<file path="config.mk">
export PLATFORM = sky130hd
export DESIGN_NAME = unary_window_ctrl_flat
export DESIGN_NICKNAME = d
export VERILOG_FILES = /design/src/rtl/unary_window_ctrl_if.sv /design/src/rtl/unary_window_ctrl.sv /design/src/flat_wrapper.sv
export SDC_FILE = /design/constraint.sdc
export NUM_CORES = 1
export LEC_CHECK = 0
export ABC_CLOCK_PERIOD_IN_PS = 4500
export CORE_MARGIN = 1
export CORE_UTILIZATION = 45
export CTS_BUF_LIST = sky130_fd_sc_hd__clkbuf_4 sky130_fd_sc_hd__clkbuf_8
export DETAILED_ROUTE_END_ITERATION = 8
export GPL_ROUTABILITY_DRIVEN = 1
export PLACE_DENSITY = 0.72
export SLEW_MARGIN = 10
export SYNTH_ARGS = -nofsm -noshare
export SYNTH_HDL_FRONTEND = slang
export SYNTH_SLANG_ARGS = --single-unit
</file>
<file path="constraint.sdc">
create_clock -name clk -period 4.5 [get_ports clk]
set_clock_uncertainty 0.15 [all_clocks]
set_input_delay 0.675 -clock clk [delete_from_list [all_inputs] [get_ports clk]]
set_output_delay 0.675 -clock clk [all_outputs]
set_load 0.01 [all_outputs]
</file>
<file path="src/rtl/unary_window_ctrl_if.sv">
//------------------------------------------------------------------------------
// Module   : unary_window_ctrl_if
// Brief    : Request, unary bit stream and result handshake bundle.
// Revision : 1.0
//------------------------------------------------------------------------------
`default_nettype none

interface unary_window_ctrl_if #(
    parameter int ACC_WIDTH = 8,
    parameter int LEN_WIDTH = 8
);
    logic                 start;
    logic [LEN_WIDTH-1:0] win_len;
    logic                 abort;
    logic                 busy;
    logic                 bit_valid;
    logic                 bit_in;
    logic                 bit_ready;
    logic                 res_valid;
    logic                 res_ready;
    logic [ACC_WIDTH-1:0] res_data;
    logic                 res_ovf;

    modport master (
        output start, win_len, abort, bit_valid, bit_in, res_ready,
        input  busy, bit_ready, res_valid, res_data, res_ovf
    );

    modport slave (
        input  start, win_len, abort, bit_valid, bit_in, res_ready,
        output busy, bit_ready, res_valid, res_data, res_ovf
    );
endinterface

`default_nettype wire

</file>
<file path="src/rtl/unary_window_ctrl.sv">
//------------------------------------------------------------------------------
// Module   : unary_window_ctrl
// Brief    : Counts the 1s of an N-bit unary window and returns one saturated result.
// Revision : 1.0
//------------------------------------------------------------------------------
`default_nettype none

module unary_window_ctrl #(
    parameter int ACC_WIDTH = 8,
    parameter int LEN_WIDTH = 8
) (
    input  wire logic           clk,
    input  wire logic           rst_n,
    unary_window_ctrl_if.slave  bus
);

    localparam logic [1:0] S_IDLE  = 2'd0;
    localparam logic [1:0] S_ACCUM = 2'd1;
    localparam logic [1:0] S_DONE  = 2'd2;

    localparam logic [ACC_WIDTH-1:0] CNT_ONE = {{(ACC_WIDTH-1){1'b0}}, 1'b1};
    localparam logic [LEN_WIDTH-1:0] LEN_ONE = {{(LEN_WIDTH-1){1'b0}}, 1'b1};

    logic [1:0]           state_q, state_d;
    logic [ACC_WIDTH-1:0] count_q, count_d;
    logic [LEN_WIDTH-1:0] rem_q,   rem_d;
    logic                 ovf_q,   ovf_d;
    logic                 w_accept;

    assign w_accept = (state_q == S_ACCUM) && bus.bit_valid;

    always_ff @(posedge clk or negedge rst_n) begin
        if (!rst_n) begin
            state_q <= S_IDLE;
            count_q <= '0;
            rem_q   <= '0;
            ovf_q   <= 1'b0;
        end else begin
            state_q <= state_d;
            count_q <= count_d;
            rem_q   <= rem_d;
            ovf_q   <= ovf_d;
        end
    end

    always_comb begin
        state_d = state_q;
        count_d = count_q;
        rem_d   = rem_q;
        ovf_d   = ovf_q;
        case (state_q)
            S_IDLE: begin
                // abort outranks start here, so a coincident start is dropped
                if (bus.start && !bus.abort) begin
                    count_d = '0;
                    ovf_d   = 1'b0;
                    if (bus.win_len != '0) begin
                        rem_d   = bus.win_len;
                        state_d = S_ACCUM;
                    end else begin
                        state_d = S_DONE;
                    end
                end
            end
            S_ACCUM: begin
                if (bus.abort) begin
                    state_d = S_IDLE;
                    count_d = '0;
                    rem_d   = '0;
                    ovf_d   = 1'b0;
                end else if (w_accept) begin
                    if (bus.bit_in) begin
                        if (&count_q) begin
                            ovf_d = 1'b1;
                        end else begin
                            count_d = count_q + CNT_ONE;
                        end
                    end
                    rem_d = rem_q - LEN_ONE;
                    if (rem_q == LEN_ONE) begin
                        state_d = S_DONE;
                    end
                end
            end
            S_DONE: begin
                if (bus.abort) begin
                    state_d = S_IDLE;
                    count_d = '0;
                    ovf_d   = 1'b0;
                end else if (bus.res_ready) begin
                    state_d = S_IDLE;
                end
            end
            default: begin
                state_d = S_IDLE;
            end
        endcase
    end

    // Result fields track the registers directly so they stay put after delivery.
    always_comb begin
        bus.busy      = (state_q != S_IDLE);
        bus.bit_ready = (state_q == S_ACCUM);
        bus.res_valid = (state_q == S_DONE);
        bus.res_data  = count_q;
        bus.res_ovf   = ovf_q;
    end

endmodule

`default_nettype wire

</file>
<file path="src/flat_wrapper.sv">
// flat-port wrapper written by rule: the top's interface ports become plain ports
module unary_window_ctrl_flat 
#(
    parameter int ACC_WIDTH = 8,
    parameter int LEN_WIDTH = 8
)
  (clk, rst_n, bus_start, bus_win_len, bus_abort, bus_bit_valid, bus_bit_in, bus_res_ready, bus_busy, bus_bit_ready, bus_res_valid, bus_res_data, bus_res_ovf);
  unary_window_ctrl_if #(.ACC_WIDTH(ACC_WIDTH), .LEN_WIDTH(LEN_WIDTH)) bus_i ();
  input  wire logic clk;
  input  wire logic rst_n;
  input wire logic [$bits(bus_i.start)-1:0] bus_start;
  input wire logic [$bits(bus_i.win_len)-1:0] bus_win_len;
  input wire logic [$bits(bus_i.abort)-1:0] bus_abort;
  input wire logic [$bits(bus_i.bit_valid)-1:0] bus_bit_valid;
  input wire logic [$bits(bus_i.bit_in)-1:0] bus_bit_in;
  input wire logic [$bits(bus_i.res_ready)-1:0] bus_res_ready;
  output wire logic [$bits(bus_i.busy)-1:0] bus_busy;
  output wire logic [$bits(bus_i.bit_ready)-1:0] bus_bit_ready;
  output wire logic [$bits(bus_i.res_valid)-1:0] bus_res_valid;
  output wire logic [$bits(bus_i.res_data)-1:0] bus_res_data;
  output wire logic [$bits(bus_i.res_ovf)-1:0] bus_res_ovf;
  assign bus_i.start = bus_start;
  assign bus_i.win_len = bus_win_len;
  assign bus_i.abort = bus_abort;
  assign bus_i.bit_valid = bus_bit_valid;
  assign bus_i.bit_in = bus_bit_in;
  assign bus_i.res_ready = bus_res_ready;
  assign bus_busy = bus_i.busy;
  assign bus_bit_ready = bus_i.bit_ready;
  assign bus_res_valid = bus_i.res_valid;
  assign bus_res_data = bus_i.res_data;
  assign bus_res_ovf = bus_i.res_ovf;
  unary_window_ctrl #(.ACC_WIDTH(ACC_WIDTH), .LEN_WIDTH(LEN_WIDTH)) u_core (.clk(clk), .rst_n(rst_n), .bus(bus_i));
endmodule
</file>
==> results.yml, run 1 <==
floorplanning:
  io_pins: 27
  dieArea_um2: 2975
  rows: 18
  dieHeight_um: 54.55
  core_region_area_um2: 2545
  initial_core_util: 0.4882
  die_w_um: 54.55
synthesis:
  synth_nets: 152
  avgSynthCellArea_um2: 9.272
  synthAdderAreaFrac: 0.03021
  synth.cell_area_um2: 1242
  synth-xor-area-share: 0
  ys.flop_type: "dfrtp_1"
  syn_inst: 134
  synth_mux_area_frac: 0.02417
  synth.most_common_cell: "dfrtp_1"
  ys_types: 43
  synth_top_family_by_area: "compound AO/OA/AOI/OAI gates"
  ys_top_cells_by_count: "dfrtp_1, a21oi_1, inv_1, o21ai_0"
  ys_async_sr_fraction: 1.000
  yosysWarnings: 0
  synthTopCellsByArea: "dfrtp_1, a21oi_1, o31ai_1"
  yosysSeqAreaShare: 0.3827
  synth.largest_area_cell: "dfrtp_1"
  synth_compound_area_frac: 0.3092
  yosysTopAreaCellShare: 0.3827
  synth-edff-count: 0
  yosys.area_share.simple: 0.1923
  synth_seq_cells: 19
power:
  power.ir.vdd_worst_mv: 0.3276
  power_density_nw_per_um2: 489.2
  power.static_leakage_nw: 0.6404
global_route:
  grt_max_degree: 20
  grt_pass1_wl_mm: 4.774
  first_global_vias: 1020
  grt.overflow.total: 0
  grt_antenna_before_repair: 0
  grt.total_usage: 0.2259
critical_path:
  cp_slowest_cell: "dfrtp_1"
  critPathMaxStageDelay_ns: 0.57
  r2r-start: "u_core.state_q[0]"
  cp_top_family: "buffers and inverters"
  rr_worst_depth: 4
  r2r_setup_slack_ns: 2.24
  crit_path_end_kind: "primary output"
  path_class: "reg2out"
  crit_path_start_kind: "register"
  timing.rr.end: "u_core.bus.res_data[0]"
  arrival_ns: 1.90
  path_cells: "or2b_1, inv_1, clkdlybuf4s50_1"
  worst_ep_required_time_ns: 3.67
  path_max_fanout: 12
  critPathBufInv: 2
timing:
  final_hold_viol_count: 0
  tns_ns: 0
  timing.fmax_ghz: 0.3670
  rsz0062_at_grt: "false"
  post-route-min-period_ns: 2.725
  drv_slew: 0
  finalCritPeriodShare: 0.6055
  setup-violations-final: 0
  worst_pin_slew_ns: 0.8328
  fin_hold_ws_ns: 0.3776
  maxSlewHeadroom: 0.4431
final_layout:
  nFillCells: 229
  diodes: 0
  multi_input_area_um2: 690.7
  utilization: 0.6003
  area_growth_pct: 22.96
  seqCellArea_um2: 475.5
  nets: 176
  drive_above_1_share: 0.07643
drt:
  dr.pass1.iters: 4
  num_vias: 1153
  drc: 0
  routed_wl_mm: 2.963
  post_drt_wl_per_cell_um: 15.84
  via_per_inst: 6.166
  detail-route-antenna-nets: 0
  first_iter_violations: 43
clock_network:
  htree_num_levels: 1
  cts_tree: "built"
  clkTransAtPathRegs_ns: 0.11
  root_buffer: "clkbuf_4"
  post-cts-setup-buffers: 0
  insertion_delay_ns: 0.30
  hold_buffers: 0
  cts_made_buffers: 3
  cts.path.max_buffers: 2
  numClockSinks: 19
  ctsResizeCount: 0
hold_path:
  holdCritPathClass: "reg2reg"
  holdPathEnd: "u_core.bus.res_data[0]"
  hp-start: "u_core.bus.res_data[0]"
  hold_depth: 1
status:
  status: "finished, final reports clean"
place:
  dp_hpwl_mm: 2.224
  globalplace.congestion: 0.9718
  io_buffer_count: 26
flow_run:
  maxCapViolations: 0
[per-layer routing]
layer	GRT usage	share of wire	wire length [µm]	up-vias
li1	-	-	-	557
met1	0.3161	0.47	1401	558
met2	0.3516	0.47	1386	36
met3	0.05278	0.052	155	2
met4	0.05128	0.0067	20	0
met5	0	0	0	-
[layout by cell type, fill, tap and decap left out, types with 5 or more instances in the layout]
master / count
inv_1: 9
clkdlybuf4s50_1: 26
a21oi_1: 17
o21ai_0: 8
o31ai_1: 6
dfrtp_1: 19
nor3_1: 6
nor2_1: 5
[power by group]
part / switching, W / internal, W
Combinational: 0.000204 / 0.000167
Clock: 0.0000502 / 0.0000405
Sequential: 0.0000675 / 0.000218
[worst reg2reg max path, stage by stage (launching register included)]
cell and delay (ns):
dfrtp_1 0.57, or2b_1 0.41, o211ai_1 0.48, a21boi_2 0.39
mux2i_1 0.12
[cells by family (layout without fill, tap and decap cells)]
family | count (synthesis) | in the layout
buf+inv | 16 | 39
flops | 19 | 19
simple gates | 39 | 39
mux | 3 | 3
compound gates | 54 | 54
fa+ha+maj | 3 | 3
[how the worst max path moves through the flow]
stage,start,endpoint,cells after the start
global route,bus_abort,u_core.bus.res_data[5],5
finish,u_core.state_q[0],bus_bit_ready,3
floorplan,bus_abort,u_core.rem_q[2],6
detailed placement,bus_abort,u_core.bus.res_data[5],5
global placement,bus_abort,u_core.bus.res_data[5],5
CTS,u_core.state_q[0],bus_bit_ready,3
[through the flow]
stage               worst slack [ns]  cells  total power [W]  cell area [µm²]
floorplan                      2.196    134        0.0005475             1242
global placement               1.561    183        0.0006466             1498
detailed placement             1.557    183        0.0006526             1498
CTS                            1.793    187        0.0007451             1528
global route                   1.692    187        0.0008052             1528
finish                         1.775    187        0.0007473             1528
[layout make-up]
cell class,count,area share
Inverter,9,0.02211
Clock buffer,4,0.01966
Multi-Input combinational cell,99,0.4521
Sequential cell,19,0.3112
Tap cell,30,0.02457
Timing Repair Buffer,26,0.1704
[state kept, by name, indices dropped and copies added, names as in the netlist]
register,flops
u_core.rem_q,8
u_core.bus.res_data,8
u_core.bus.res_ovf,1
u_core.state_q,2
Note: power is estimated with default switching activity, not from simulation.
==> run 2, diff against run 1 <==
- ABC_CLOCK_PERIOD_IN_PS: 4500 -> 2400
- PLACE_DENSITY: 0.72 -> 0.75
- clock period: 4.5 -> 2.4 ns (I/O delays scaled with it)
==> run 2 against run 1 <==
Against the previous run: total power grew 99%; highest routed layer unchanged; via count rose by 3.8%; sequential power is 84% higher; non-clock buffer count is 11 higher; core utilization rose by 3.4 points; critical path depth stayed put.
==> results.yml, run 2 (synthesis results as in run 1) <==
status:
  status: "finished, final reports clean"
timing:
  timing.fmax_ghz: 0.4457
  post-route-min-period_ns: 2.244
  setup-violations-final: 0
  tns_ns: 0
  maxSlewHeadroom: 0.6850
  fin_hold_ws_ns: 0.2114
  final_hold_viol_count: 0
  worst_pin_slew_ns: 0.4681
  rsz0062_at_grt: "false"
  drv_slew: 0
  finalCritPeriodShare: 0.9349
critical_path:
  crit_path_start_kind: "register"
  rr_worst_depth: 4
  worst_ep_required_time_ns: 1.89
  arrival_ns: 1.73
  critPathLaunch: "u_core.state_q[1]"
  crit_path_end_kind: "primary output"
  path_class: "reg2out"
  path_max_fanout: 9
  r2r-start: "u_core.state_q[1]"
power:
  power_density_nw_per_um2: 923.5
  power.static_leakage_nw: 0.6907
  power.ir.vdd_worst_mv: 0.7733
final_layout:
  nFillCells: 223
  utilization: 0.6342
  drive_above_1_share: 0.1429
  layout.cells.non_filler: 198
  area_growth_pct: 29.91
  layout_common_cells: "clkdlybuf4s50_1, dfrtp_1, a21oi_1, buf_4, inv_1"
  final_common_cell: "clkdlybuf4s50_1"
  nets: 187
  diodes: 0
clock_network:
  numClockSinks: 19
  root_buffer: "clkbuf_4"
  cts_made_buffers: 3
  cts.path.max_buffers: 2
  insertion_delay_ns: 0.31
  clkTransAtPathRegs_ns: 0.12
  hold_buffers: 0
  ctsResizeCount: 0
  post-cts-setup-buffers: 0
  htree_num_levels: 1
  cts_tree: "built"
hold_path:
  holdCritPathClass: "in2async"
global_route:
  grt.overflow.total: 0
  grt.total_usage: 0.2414
  grt_pass1_wl_mm: 5.085
  grt_max_degree: 20
  first_global_vias: 1091
  grt_antenna_before_repair: 0
floorplanning:
  core_region_area_um2: 2545
  dieHeight_um: 54.55
  dieArea_um2: 2975
  rows: 18
  die_w_um: 54.55
  io_pins: 27
  initial_core_util: 0.4882
place:
  dp_cells: 194
  globalplace.congestion: 0.8579
  io_buffer_count: 26
  dp_hpwl_mm: 2.472
drt:
  detail-route-antenna-nets: 0
  via_per_inst: 6.045
  drc: 0
  first_iter_violations: 54
  num_vias: 1197
  post_drt_wl_per_cell_um: 16.79
  dr.pass1.iters: 4
  routed_wl_mm: 3.324
flow_run:
  maxCapViolations: 0
-- run 2: layout make-up --
| type | instances | area [µm²] | area share |
|---|---|---|---|
| Clock buffer | 3 | 22.52 | 0.01395 |
| Clock inverter | 1 | 7.507 | 0.004651 |
| Inverter | 9 | 33.78 | 0.02093 |
| Multi-Input combinational cell | 99 | 694.4 | 0.4302 |
| Sequential cell | 19 | 475.5 | 0.2946 |
| Tap cell | 30 | 37.54 | 0.02326 |
| Timing Repair Buffer | 37 | 342.8 | 0.2124 |
-- run 2: worst max-delay path: stages (launching register included) --
cell             delay [ns]
dfrtp_1                0.49
or2b_4                 0.34
inv_1                  0.06
clkdlybuf4s50_1        0.52
-- run 2: power breakdown --
group	switching, W	total [W]	internal (W)
registers	0.000114	0.000523	0.000409
logic	0.000413	0.000788	0.000374
clock network	0.000116	0.000180	0.0000637
-- run 2: path summary, 6_finish.rpt --
check | end | slack [ns]
worst max-delay path | bus_bit_ready | 0.16
worst min-delay path | u_core.bus.res_data[6] | 0.21
worst max register to register | u_core.rem_q[2] | 0.30
worst min register to register | u_core.rem_q[7] | 0.38
max in group asynchronous | u_core.rem_q[7] | 1.68
min in group clk | u_core.rem_q[7] | 0.38
-- run 2: routing by layer --
| layer | share of wire | vias to the layer above | GRT usage |
|---|---|---|---|
| li1 | - | 576 | - |
| met1 | 0.46 | 571 | 0.3197 |
| met2 | 0.47 | 46 | 0.3902 |
| met3 | 0.065 | 4 | 0.05278 |
| met4 | 0.0063 | 0 | 0.07265 |
| met5 | 0 | - | 0 |
-- run 2: metrics by stage --
step | power (W) | setup slack (ns) | instance area (µm²)
finish | 0.001491 | 0.1563 | 1614
global placement | 0.001275 | 0.04762 | 1580
floorplan | 0.001026 | 0.3747 | 1242
global route | 0.001600 | 0.08533 | 1614
CTS | 0.001478 | 0.05666 | 1610
detailed placement | 0.001291 | 0.02213 | 1580
==> run 3, diff against run 2 <==
- CTS_CLUSTER_SIZE: default -> 20
==> results of run 3 <==
No change in the layout: final DEF, timing and power equal those of run 2.
